## config.mk

```make
export PLATFORM = sky130hd
export DESIGN_NAME = fetch_queue
export DESIGN_NICKNAME = d
export VERILOG_FILES = /design/src/rtl/fetch_queue.sv
export SDC_FILE = /design/constraint.sdc
export NUM_CORES = 1
export LEC_CHECK = 0
export ABC_CLOCK_PERIOD_IN_PS = 6800
export CORE_MARGIN = 5
export CORE_UTILIZATION = 35
export CTS_CLUSTER_DIAMETER = 100
export DETAILED_ROUTE_END_ITERATION = 10
export GPL_TIMING_DRIVEN = 0
export SLEW_MARGIN = 20
export SYNTH_ARGS = -nofsm -noshare
export SYNTH_HDL_FRONTEND = slang
export SYNTH_SLANG_ARGS = --single-unit
```

## constraint.sdc

```tcl
create_clock -name clk -period 6.8 [get_ports clk]
set_clock_uncertainty 0.1 [all_clocks]
set_input_delay 1.36 -clock clk [delete_from_list [all_inputs] [get_ports clk]]
set_output_delay 1.36 -clock clk [all_outputs]
set_load 0.05 [all_outputs]
```

## src/rtl/fetch_queue.sv

```systemverilog
// Instruction-fetch front end: owns the fetch PC, issues credit-limited word requests
// and buffers returned instructions in a DEPTH-entry queue for decode.
module fetch_queue #(
    parameter int              XLEN     = 64,
    parameter int              DEPTH    = 4,
    parameter logic [XLEN-1:0] RESET_PC = '0
) (
    input  logic            clk,
    input  logic            rst_n,
    input  logic            redirect_i,
    input  logic [XLEN-1:0] redirect_pc_i,
    output logic            imem_req_valid_o,
    input  logic            imem_req_ready_i,
    output logic [XLEN-1:0] imem_req_addr_o,
    input  logic            imem_rsp_valid_i,
    input  logic [31:0]     imem_rsp_data_i,
    output logic            inst_valid_o,
    input  logic            inst_ready_i,
    output logic [XLEN-1:0] inst_pc_o,
    output logic [31:0]     inst_data_o
);
    localparam int AW = $clog2(DEPTH);
    localparam int CW = AW + 1;
    localparam logic [CW:0] DEPTH_C = (CW+1)'(DEPTH);

    logic [XLEN-1:0] pc_q;
    logic [XLEN-1:0] q_pc    [DEPTH];
    logic [31:0]     q_data  [DEPTH];
    logic [XLEN-1:0] tag_mem [DEPTH];
    logic [CW-1:0]   wr_ptr, rd_ptr, inflight, drop, count;
    logic [AW-1:0]   tag_wr, tag_rd;
    logic [CW:0]     credit_used;
    logic            req_fire, rsp_discard, push, pop, empty;
    logic            unused_pc_lsbs;

    assign unused_pc_lsbs = ^redirect_pc_i[1:0];

    assign count       = wr_ptr - rd_ptr;
    assign empty       = (count == '0);
    assign credit_used = {1'b0, count} + {1'b0, inflight};

    // Every accepted request already owns a queue slot, so responses never need back-pressure.
    assign imem_req_valid_o = rst_n && !redirect_i && (credit_used < DEPTH_C);
    assign imem_req_addr_o  = pc_q;
    assign req_fire         = imem_req_valid_o && imem_req_ready_i;

    assign rsp_discard = redirect_i || (drop != '0);
    assign push        = imem_rsp_valid_i && !rsp_discard;
    assign pop         = !empty && inst_ready_i && !redirect_i;

    assign inst_valid_o = !empty;
    assign inst_pc_o    = empty ? '0 : q_pc[rd_ptr[AW-1:0]];
    assign inst_data_o  = empty ? '0 : q_data[rd_ptr[AW-1:0]];

    always_ff @(posedge clk or negedge rst_n) begin
        if (!rst_n) begin
            pc_q     <= RESET_PC;
            wr_ptr   <= '0;
            rd_ptr   <= '0;
            inflight <= '0;
            drop     <= '0;
            tag_wr   <= '0;
            tag_rd   <= '0;
        end else begin
            if (redirect_i)
                pc_q <= {redirect_pc_i[XLEN-1:2], 2'b00};
            else if (req_fire)
                pc_q <= pc_q + XLEN'(4);

            // Tags track memory order, so they advance on every response, dropped or not.
            if (req_fire)
                tag_wr <= tag_wr + 1'b1;
            if (imem_rsp_valid_i)
                tag_rd <= tag_rd + 1'b1;

            inflight <= inflight + CW'(req_fire) - CW'(imem_rsp_valid_i);

            if (redirect_i)
                drop <= inflight - CW'(imem_rsp_valid_i);
            else if (imem_rsp_valid_i && (drop != '0))
                drop <= drop - 1'b1;

            if (redirect_i) begin
                rd_ptr <= wr_ptr;
            end else begin
                if (push)
                    wr_ptr <= wr_ptr + 1'b1;
                if (pop)
                    rd_ptr <= rd_ptr + 1'b1;
            end
        end
    end

    // Storage arrays carry no reset; the outputs are masked while the queue is empty.
    always_ff @(posedge clk) begin
        if (req_fire)
            tag_mem[tag_wr] <= pc_q;
        if (push) begin
            q_pc[wr_ptr[AW-1:0]]   <= tag_mem[tag_rd];
            q_data[wr_ptr[AW-1:0]] <= imem_rsp_data_i;
        end
    end

endmodule
```

Yosys cells after proc, flatten, opt, wreduce, memory -nomap -nowiden. Memories as Yosys holds them, arrays and structs flattened. Cells that the tools add are included.

Bitwise gates (word level): 1. Add/subtract/negate cells: 11. $lt $le $gt $ge: 1. Reductions and logical operators: 17. Mux-type cells: 12.

Operators with widths (number): 64-bit two-way mux (3); 64-bit by 3-bit adder with 64-bit output (second input constant) (1); 32-bit two-way mux (1); 3-bit two-way mux (4); 1-bit logical AND (7); 3-bit by 1-bit adder with 3-bit output (second input constant) (2); 2-bit nonzero test (3); 3-bit by 1-bit subtractor with 3-bit output (2); 2-bit by 1-bit adder with 2-bit output (second input constant) (2); 3-bit by 3-bit adder with 4-bit output (1); 4-bit by 3-bit < comparator with 1-bit output (second input constant) (1); 1-bit two-way mux (4); 3-bit by 1-bit adder with 3-bit output (1); 1-bit logical NOT (3); 3-bit logical NOT (1); 3-bit nonzero test (1); 3-bit by 1-bit subtractor with 3-bit output (second input constant) (1); 3-bit subtractor (1); 2-bit AND reduction (1); 1-bit logical OR (1); 1-bit inverter (1).

Bits in registers: 80. Word-level logic and storage cells: 52. Output and inout bits: 162. Memories kept: 3. Bits in writable memories: 640. Input bits: 102.

Memory list: q_pc (depth 4, width 64, read ports 1, clocked after memory_dff 0, write ports 1, line 27) `logic [XLEN-1:0] q_pc [DEPTH];`; tag_mem (depth 4, width 64, read ports 1, clocked after memory_dff 0, write ports 1, line 29) `logic [XLEN-1:0] tag_mem [DEPTH];`; q_data (depth 4, width 32, read ports 1, clocked after memory_dff 0, write ports 1, line 28) `logic [31:0] q_data [DEPTH];`.

Longest topological paths before layout. Gate-level depths: netlist of the first run.

Depth after elaboration: 7. Gate-level depth with buffers: 19. Mapped depth without buffers: 15.

Worst setup path before layout of the first run. Ideal clock, no wire load.

Path type: register to register. Start: register rd_ptr[1]. End: memory tag_mem[0][10], enable pin. Setup slack: 1.479 ns. Clock period less this slack: 5.321 ns. Data required time: 6.273 ns. Path buffers: 7. Data arrival time: 4.795 ns. Setup time: 0.427 ns. Cell stages (with the launch flop): 15. Cells stage by stage: dfrtp_1 -> clkbuf_1 -> clkbuf_1 -> buf_1 -> inv_1 -> fa_1 -> xnor3_1 -> ha_1 -> nor4_2 -> and4b_1 -> buf_2 -> buf_2 -> buf_2 -> buf_2 -> and2_1.

Word-level cells in the longest chain between the ends: 7.

RTL lines: start: declaration (line 30) `logic [CW-1:0] wr_ptr, rd_ptr, inflight, drop, count;`; start signal: assignment (line 84) `rd_ptr <= wr_ptr;`; start signal: assignment (line 89) `rd_ptr <= rd_ptr + 1'b1;`; 3-bit subtractor (line 38) `assign count = wr_ptr - rd_ptr;`; 3-bit by 3-bit adder with 4-bit output (line 40) `assign credit_used = {1'b0, count} + {1'b0, inflight};`; 4-bit by 3-bit < comparator with 1-bit output (line 43) `assign imem_req_valid_o = rst_n && !redirect_i && (credit_used < DEPTH_C);`; 1-bit logical AND (line 43); 1-bit logical AND (line 45) `assign req_fire = imem_req_valid_o && imem_req_ready_i;`; 1-bit two-way mux (line 96) `if (req_fire)`; 1-bit two-way mux (implied by the code) (line 97) `tag_mem[tag_wr] <= pc_q;`; end: declaration (line 29).

No other way between the ends.

Worst setup path in the final report of the first run.
Start: register rd_ptr[1]. End: output inst_pc_o[42].

Word-level cells in the longest chain between the ends: 3. Elaborated cells between the ends (all ways): 4. Classes of those cells: add/sub (1); mux (1); reduce/logical (1); memory (1).

RTL lines: 3-bit subtractor (line 38); 3-bit logical NOT (line 39) `assign empty = (count == '0);`; 64-bit two-way mux (*) (line 52) `assign inst_pc_o = empty ? '0 : q_pc[rd_ptr[AW-1:0]];`; end: declaration (line 19) `output logic [XLEN-1:0] inst_pc_o,`.

Mark *: on every way between the ends. The rest lies on a longest branch, timed or not.

==> results of run 1 <==
flip-flops by register name (all words and copies together), names as in the netlist:
name             flops
tag_rd               2
imem_req_addr_o     62
inflight             3
drop                 3
q_pc               248
tag_wr               2
tag_mem            248
wr_ptr               3
rd_ptr               3
q_data             128
kinds of logic (layout without fill, tap and decap cells):
logic type | after synthesis | in the layout | share of synthesized area (%)
DFF | 702 | 702 | 73.33
and+or+nand+nor | 383 | 383 | 7.911
muxes | 164 | 164 | 12.74
AOI/OAI and AO/OA | 115 | 115 | 2.727
buffers and inverters | 103 | 501 | 1.468
xor gates and xnor gates | 25 | 25 | 0.8248
adders and majority gates | 21 | 21 | 0.9845
other | 1 | 4 | 0.01329
layer usage:
metal  vias up  wire [um]  share of wire (%)  GRT usage [%]
li1       6801          -                  -              -
met1      8096      31180                 42          23.25
met2       549      35280                 47          27.15
met3       111       5493                7.4          4.121
met4         2       2339                3.1          5.688
met5         -         14              0.019              0
critical path: stages, from the launching register on:
cell and delay [ps]:
dfrtp_1 360, clkbuf_2 350, clkbuf_4 380, buf_4 310, inv_1 100, fa_1 400
xnor3_1 220, or3b_2 660, clkbuf_4 340, clkbuf_1 250, and2_1 190, clkdlybuf4s50_1 770
what timing repair did:
action                     CTS  global route
setup endpoints to repair  273             0
buffers inserted             0             0
resized for setup           10             0
area by class of cell:
| type | instances | share of cell area, % |
|---|---|---|
| inverters | 22 | 0.2373 |
| repair buffers | 269 | 8.295 |
| clock buffers | 85 | 5.408 |
| well taps | 1060 | 3.811 |
| plain buffers | 80 | 0.9852 |
| multi-input cells | 712 | 20.52 |
| clock inverters | 45 | 1.287 |
| flip-flops and latches | 702 | 59.45 |
placed cells by master, fill, tap and decap left out, drive strengths merged, types with 19 or more instances in the layout:
cell	n
nor2	23
and2	111
clkbuf	139
edfxtp	624
clkinv	29
o21ai	35
dfrtp	78
o211ai	22
inv	26
clkdlybuf4s50	254
nand2	78
mux4	156
buf	40
nand4	44
ha	19
nand3	47
power groups by stage:
stage | Sequential [mW] | Combinational (mW) | Clock, mW
final | 5.60 | 6.91 | 3.88
after global routing | 5.63 | 7.36 | 4.18
after CTS | 5.60 | 7.08 | 3.99
after detailed placement | 5.69 | 7.07 | 0
after global placement | 5.69 | 6.98 | 0
after floorplan | 5.81 | 4.37 | 0
worst paths after layout:
kind	end	slack, ps
max in group asynchronous	imem_req_addr_o[24]$_DFFE_PN0P_	5360
min	wr_ptr[2]$_DFFE_PN0P_	400
max	inst_pc_o[42]	370
max reg2reg	tag_mem[1][9]$_DFFE_PP_	1340
min reg2reg	wr_ptr[2]$_DFFE_PN0P_	400
min in group asynchronous	imem_req_addr_o[50]$_DFFE_PN0P_	610
per-stage QoR:
stage	worst slack (ps)	instances
finish	368.5	2975
global route	55.04	2975
CTS	134.6	2975
detailed placement	-1249	2846
global placement	-3019	2833
floorplan	1479	1517
==> impl_metrics.env, run 1 <==
export IMPL_outcome="complete, no violations"
export IMPL_vias_per_cell=5.230
export IMPL_start_kind="flop"
export IMPL_drtIter0Drc=1208
export IMPL_ff2ff_path_depth=15
export IMPL_cts_buffers=73
export IMPL_worst_slew_pin_slew_ps=976.1
export IMPL_antenna_found_initial=3
export IMPL_cp_arrival_ps=4970
export IMPL_grt_pass1_vias=15890
export IMPL_swShare_pct=38.80
export IMPL_p_total_mw=16.40
export IMPL_utilization_pct=43.34
export IMPL_hp_class="reg -> reg"
export IMPL_cts_tree="built"
export IMPL_slew_violations=0
export IMPL_placed_cell_area_sq_um=32460
export IMPL_ant_nets=0
export IMPL_worstSetupPathType="reg -> out"
export IMPL_critPathMaxFanout=10
export IMPL_maxSlewHeadroom_pct=34.38
export IMPL_critPathLaunch="rd_ptr[1]$_DFFE_PN0P_"
export IMPL_worstSetupEndpointType="output pin"
export IMPL_fin_nets=1983
export IMPL_grt_overflow_total=0
export IMPL_min_period_ps=6432
export IMPL_seqPwrFrac_pct=34.1
export IMPL_multi_input_area_sq_um=7142
export IMPL_ys_types=60
export IMPL_finalHoldViolations=0
export IMPL_seq_area_frac_synth_pct=73.33
export IMPL_synth_area_sq_um=28210
export IMPL_avgSynthCellArea_sq_um=18.64
export IMPL_leakage_nw=11.32
export IMPL_ctsHoldBuffers=0
export IMPL_ir_worst_vdd_v=0.0002143
export IMPL_p_comb_share_pct=42.2
export IMPL_fmax_mhz=155.5
export IMPL_route_vias_total=15560
export IMPL_yosysMostFrequentCell="edfxtp_1"
export IMPL_rows=104
export IMPL_grt_use_total_pct=17.05
export IMPL_switchingPower_mw=6.362
export IMPL_grt_max_degree=51
export IMPL_die_height_um=293.9
export IMPL_post_drt_wl_per_cell_um=24.98
export IMPL_grt_pass1_wl_mm=108.6
export IMPL_antenna_cells=0
export IMPL_power_share_clock_pct=23.7
export IMPL_layout_drive_gt1_share_pct=16.66
export IMPL_ys_warn_count=0
export IMPL_synth_async_reset_ratio_pct=11.11
export IMPL_synth_top_flop_cell="edfxtp_1"
export IMPL_hold_depth=1
export IMPL_root_buffer="clkbuf_16"
export IMPL_cts_sinks=702
export IMPL_grt_setup_unrepaired="no"
export IMPL_fp_coreArea_sq_um=80290
export IMPL_maxCapViolCount=0
export IMPL_fill_cells=7014
export IMPL_die_w_um=293.9
export IMPL_path_clk_slew_ps=60
export IMPL_num_io_pins=264
export IMPL_ys_ff_latch=702
export IMPL_hp_start="wr_ptr[2]$_DFFE_PN0P_"
export IMPL_dieArea_sq_um=86390
export IMPL_syn2layout_area_growth_pct=23.34
export IMPL_r2r_start="rd_ptr[1]$_DFFE_PN0P_"
export IMPL_routed_wl_mm=74.31
export IMPL_clock_latency_ps=610
export IMPL_dr_pass1_iters=5
export IMPL_place_congestion=0.8763
export IMPL_drc_errors=0
export IMPL_powerDensity_nw_per_um2=471.2
export IMPL_io_buffers=256
export IMPL_cts_htree_levels=3
export IMPL_synth_top_cell_area_share_pct=66.41
export IMPL_fin_crit_sh_pct=94.58
export IMPL_worstPathRequired_ps=5340
export IMPL_clk_path_buf_depth=3
export IMPL_dpl_hpwl_mm=51.59
export IMPL_setup_viol=0
export IMPL_finish_instance_area_sq_um=34800
export IMPL_synth_top_area_cell="edfxtp_1"
export IMPL_initial_core_util_pct=35.14
export IMPL_seqCellArea_sq_um=20690
export IMPL_yosys_top_cells_area="edfxtp_1 (66%), mux4_2 (12%), dfrtp_1 (6.9%), and2_1 (2.5%), nand2_1 (1.0%)"
export IMPL_internal_power_mw=10.03
export IMPL_syn_inst=1514
export IMPL_synth_edf_count=624
export IMPL_hold_ws_ps=395.2
export IMPL_fin_setup_tns_ps=0
export IMPL_synth_commonest_cells="edfxtp_1 (624), mux4_2 (156), and2_1 (111)"
Note: power is estimated with default switching activity, not from simulation.
==> run 2, diff against run 1 <==
RECOVER_POWER = 100   (was not set)
==> impl_metrics.env, run 2 (same netlist as run 1, synthesis figures left out) <==
export IMPL_dieArea_sq_um=86390
export IMPL_num_io_pins=264
export IMPL_root_buffer="clkbuf_16"
export IMPL_maxSlewHeadroom_pct=-90.37
export IMPL_min_period_ps=6486
export IMPL_fill_cells=7039
export IMPL_place_congestion=0.8763
export IMPL_fin_crit_sh_pct=95.38
export IMPL_fin_setup_tns_ps=0
export IMPL_final_common_cell="edfxtp_1"
export IMPL_layout_drive_gt1_share_pct=15.98
export IMPL_die_w_um=293.9
export IMPL_cts_resized=10
export IMPL_finalHoldViolations=0
export IMPL_outcome="finished with violations"
export IMPL_cp_cell_sequence="clkbuf_2 -> clkbuf_4 -> buf_4 -> inv_1 -> fa_1 -> xnor3_1 -> ha_1 -> nor4_1 -> and4b_1 -> clkbuf_1 -> clkbuf_1 -> clkbuf_1 -> clkbuf_1 -> and2_4 -> buf_16"
export IMPL_critPathSlowestCell="clkbuf_1"
export IMPL_leakage_nw=11.36
export IMPL_post_drt_wl_per_cell_um=24.96
export IMPL_path_clk_slew_ps=60
export IMPL_slowest_delay_ps=720
export IMPL_final_cell_mix="edfxtp_1 (624), dlygate4sd3_1 (173), mux4_2 (156)"
export IMPL_grt_pass1_vias=15890
export IMPL_crit_buf_inv=9
export IMPL_ctsHoldBuffers=0
export IMPL_cts_sinks=702
export IMPL_fmax_mhz=154.2
export IMPL_grt_max_degree=51
export IMPL_grt_setup_unrepaired="no"
export IMPL_vias_per_cell=5.208
export IMPL_slew_violations=133
export IMPL_antenna_cells=0
export IMPL_clock_latency_ps=610
export IMPL_post_cts_buffers=0
export IMPL_grt_use_total_pct=17.05
export IMPL_cp_arrival_ps=6660
export IMPL_cts_htree_levels=3
export IMPL_cts_buffers=73
export IMPL_violations="max-capacitance violations, max-slew violations"
export IMPL_r2r_setup_slack_ps=310
export IMPL_powerDensity_nw_per_um2=466.0
export IMPL_io_buffers=256
export IMPL_hp_class="reg -> reg"
export IMPL_worstSetupPathType="reg -> reg"
export IMPL_clk_path_buf_depth=3
export IMPL_setup_viol=0
export IMPL_maxCapViolCount=5
export IMPL_utilization_pct=43.17
export IMPL_drc_errors=0
export IMPL_critPathMaxFanout=44
export IMPL_ant_nets=0
export IMPL_rows=104
export IMPL_ir_worst_vdd_v=0.0002048
export IMPL_worstSetupEndpointType="flop"
export IMPL_drtIter0Drc=1230
export IMPL_cts_tree="built"
export IMPL_dpl_hpwl_mm=51.59
export IMPL_fp_coreArea_sq_um=80290
export IMPL_die_height_um=293.9
export IMPL_syn2layout_area_growth_pct=22.85
export IMPL_initial_core_util_pct=35.14
export IMPL_route_vias_total=15490
export IMPL_routed_wl_mm=74.24
export IMPL_grt_pass1_wl_mm=108.6
export IMPL_worst_slew_pin_slew_ps=2854
export IMPL_start_kind="flop"
export IMPL_cp_common_cell="clkbuf_1"
export IMPL_antenna_found_initial=4
export IMPL_fin_nets=1983
export IMPL_crit_family="buffers and inverters"
export IMPL_dr_pass1_iters=5
export IMPL_grt_overflow_total=0
export IMPL_worstPathRequired_ps=6980
==> run 2: changes by cell type in the layout (fill, tap and decap cells not counted), moves of 3 or more <==
cell,delta
clkdlybuf4s50_1,-173
dlygate4sd3_1,+173
clkbuf_1,+13
and2_0,+11
and2_1,-7
buf_2,-7
buf_1,-5
and2_4,-4
buf_12,-4
clkbuf_2,+4
buf_16,-3
buf_6,+3
==> run 2: power by group <==
part / switching (mW) / internal [mW]
Sequential: 0.300 / 5.30
Clock: 1.62 / 2.26
Combinational: 4.41 / 2.26
Total: 6.33 / 9.82
==> run 2: path summary, 6_finish.rpt <==
path	startpoint	end	cells after the start
worst max-delay path	rd_ptr[1]$_DFFE_PN0P_	tag_mem[1][9]$_DFFE_PP_	15
worst min-delay path	wr_ptr[2]$_DFFE_PN0P_	wr_ptr[2]$_DFFE_PN0P_	1
worst max register to register	rd_ptr[1]$_DFFE_PN0P_	tag_mem[1][9]$_DFFE_PP_	15
worst min register to register	wr_ptr[2]$_DFFE_PN0P_	wr_ptr[2]$_DFFE_PN0P_	1
max in group asynchronous	rst_n	tag_wr[1]$_DFFE_PN0P_	1
min in group asynchronous	rst_n	imem_req_addr_o[50]$_DFFE_PN0P_	1
==> run 2: layout make-up <==
cell class | instances | area (sq um) | share of cell area (%)
Clock inverter | 45 | 447.9 | 1.292
Inverter | 22 | 82.58 | 0.2382
Buffer | 80 | 334.1 | 0.9638
Timing Repair Buffer | 269 | 2774 | 8.003
Sequential cell | 702 | 20690 | 59.69
Clock buffer | 85 | 1882 | 5.429
Multi-Input combinational cell | 712 | 7126 | 20.56
Tap cell | 1060 | 1326 | 3.826
==> run 2: metal layers <==
metal  part of all wire [%]  up-vias  GRT usage [%]
li1                       -     6791              -
met1                     42     8062          23.25
met2                     48      533          27.15
met3                    7.7      105          4.121
met4                    3.0        2          5.688
met5                  0.019        -              0
==> run 2: per-stage QoR <==
stage	hold WS, ps	worst slack, ps	area (sq um)	power (mW)	std cells
5_1_grt	418.9	27.64	34660	16.93	2975
3_5_place_dp	390.8	-1249	32460	12.76	2846
6_report	394.9	314.4	34660	16.15	2975
4_1_cts	398.7	134.6	34800	16.67	2975
2_1_floorplan	364.4	1479	28230	10.18	1517
3_3_place_gp	378.3	-3019	32110	12.67	2833
==> run 3, diff against run 2 <==
CORE_MARGIN = not set   (was 5)
==> impl_metrics.env, run 3 (same netlist as run 1, synthesis figures left out) <==
export IMPL_grt_pass1_vias=16070
export IMPL_post_drt_wl_per_cell_um=24.92
export IMPL_cts_sinks=702
export IMPL_routed_wl_mm=74.05
export IMPL_vias_per_cell=5.269
export IMPL_clk_path_buf_depth=3
export IMPL_final_cell_mix="edfxtp_1 (624), dlygate4sd3_1 (173), mux4_2 (156)"
export IMPL_cp_common_cell="clkbuf_2"
export IMPL_path_clk_slew_ps=60
export IMPL_grt_max_degree=55
export IMPL_dieArea_sq_um=81750
export IMPL_placed_cell_area_sq_um=32460
export IMPL_powerDensity_nw_per_um2=470.0
export IMPL_drc_errors=0
export IMPL_cts_buffers=76
export IMPL_violations="max-capacitance violations, max-slew violations"
export IMPL_num_io_pins=264
export IMPL_ant_nets=0
export IMPL_crit_buf_inv=6
export IMPL_fp_coreArea_sq_um=79390
export IMPL_cp_arrival_ps=5050
export IMPL_ctsHoldBuffers=0
export IMPL_fin_nets=1985
export IMPL_p_total_mw=16.31
export IMPL_grt_pass1_wl_mm=107.9
export IMPL_antenna_found_initial=1
export IMPL_critPathSlowestCell="dlygate4sd3_1"
export IMPL_grt_setup_unrepaired="no"
export IMPL_dpl_hpwl_mm=50.38
export IMPL_crit_family="buffers and inverters"
export IMPL_hold_ws_ps=402.1
export IMPL_outcome="finished with violations"
export IMPL_drtIter0Drc=1180
export IMPL_root_buffer="clkbuf_16"
export IMPL_ir_worst_vdd_v=0.0002362
export IMPL_slew_violations=213
export IMPL_cts_htree_levels=3
export IMPL_worstSetupEndpointType="output pin"
export IMPL_route_vias_total=15650
export IMPL_fmax_mhz=153.7
export IMPL_utilization_pct=43.71
export IMPL_finish_instance_area_sq_um=34700
export IMPL_syn2layout_area_growth_pct=22.98
export IMPL_grt_overflow_total=0
export IMPL_dr_pass1_iters=7
export IMPL_start_kind="flop"
export IMPL_leakage_nw=11.38
export IMPL_final_cells=2971
export IMPL_fin_crit_sh_pct=95.70
export IMPL_setup_slack_ps=292.7
export IMPL_final_common_cell="edfxtp_1"
export IMPL_cp_cell_sequence="clkbuf_2 -> clkbuf_4 -> inv_1 -> fa_1 -> xnor3_1 -> or3b_2 -> clkbuf_2 -> clkbuf_1 -> and2_1 -> dlygate4sd3_1"
export IMPL_maxCapViolCount=7
export IMPL_grt_use_total_pct=18.11
export IMPL_worst_slew_pin_slew_ps=2970
export IMPL_die_w_um=285.9
export IMPL_post_place_ws_ps=-1292
export IMPL_min_period_ps=6507
export IMPL_critPathMaxFanout=19
export IMPL_finalHoldViolations=0
export IMPL_fin_setup_tns_ps=0
export IMPL_layout_drive_gt1_share_pct=16.09
export IMPL_fill_cells=7028
export IMPL_initial_core_util_pct=35.54
export IMPL_clock_latency_ps=620
export IMPL_maxSlewHeadroom_pct=-98.03
export IMPL_io_buffers=256
export IMPL_cts_tree="built"
export IMPL_setup_viol=0
export IMPL_die_height_um=285.9
export IMPL_slowest_delay_ps=760
export IMPL_rows=103
export IMPL_worstSetupPathType="reg -> out"
export IMPL_place_inst=2836
export IMPL_worstPathRequired_ps=5340
export IMPL_hp_class="reg -> reg"
export IMPL_place_congestion=0.8846
-- run 3: where the power goes --
group          internal (mW)  switching (mW)
Combinational           2.26            4.40
Clock                   2.34            1.70
Sequential              5.30           0.317
Total                   9.89            6.41
-- run 3: worst paths after layout --
| check | slack, ps | end | cells after the start | start |
|---|---|---|---|---|
| max | 290 | inst_pc_o[49] | 10 | rd_ptr[1]$_DFFE_PN0P_ |
| min | 400 | wr_ptr[2]$_DFFE_PN0P_ | 1 | wr_ptr[2]$_DFFE_PN0P_ |
| max reg2reg | 370 | tag_mem[1][8]$_DFFE_PP_ | 14 | rd_ptr[1]$_DFFE_PN0P_ |
| min reg2reg | 400 | wr_ptr[2]$_DFFE_PN0P_ | 1 | wr_ptr[2]$_DFFE_PN0P_ |
| max in group asynchronous | 4420 | imem_req_addr_o[54]$_DFFE_PN0P_ | 2 | rst_n |
| min in group asynchronous | 1120 | imem_req_addr_o[61]$_DFFE_PN0P_ | 1 | rst_n |
-- run 3: repair_timing --
| action | 4_1_cts | 5_1_grt |
|---|---|---|
| endpoints found under the setup margin | 97 | 0 |
| gates resized for setup | 3 | 0 |
| endpoints found under the hold margin | 0 | 0 |
| setup buffers | 0 | 0 |
-- run 3: cell type report --
| class | instances | area (sq um) | area share (%) |
|---|---|---|---|
| Tap cell | 1050 | 1314 | 3.786 |
| Timing Repair Buffer | 269 | 2719 | 7.836 |
| Clock buffer | 92 | 1992 | 5.741 |
| Inverter | 22 | 82.58 | 0.2380 |
| Clock inverter | 44 | 447.9 | 1.291 |
| Buffer | 79 | 324.1 | 0.9340 |
| Antenna cell | 1 | 2.502 | 0.007212 |
| Multi-Input combinational cell | 712 | 7126 | 20.54 |
| Sequential cell | 702 | 20690 | 59.63 |
-- run 3: layer usage --
metal	track usage (%)	up-vias	wire [um]
li1	-	6809	-
met4	6.832	0	2195
met5	0	-	0
met1	24.25	8174	31740
met3	3.732	101	4903
met2	29.08	569	35210
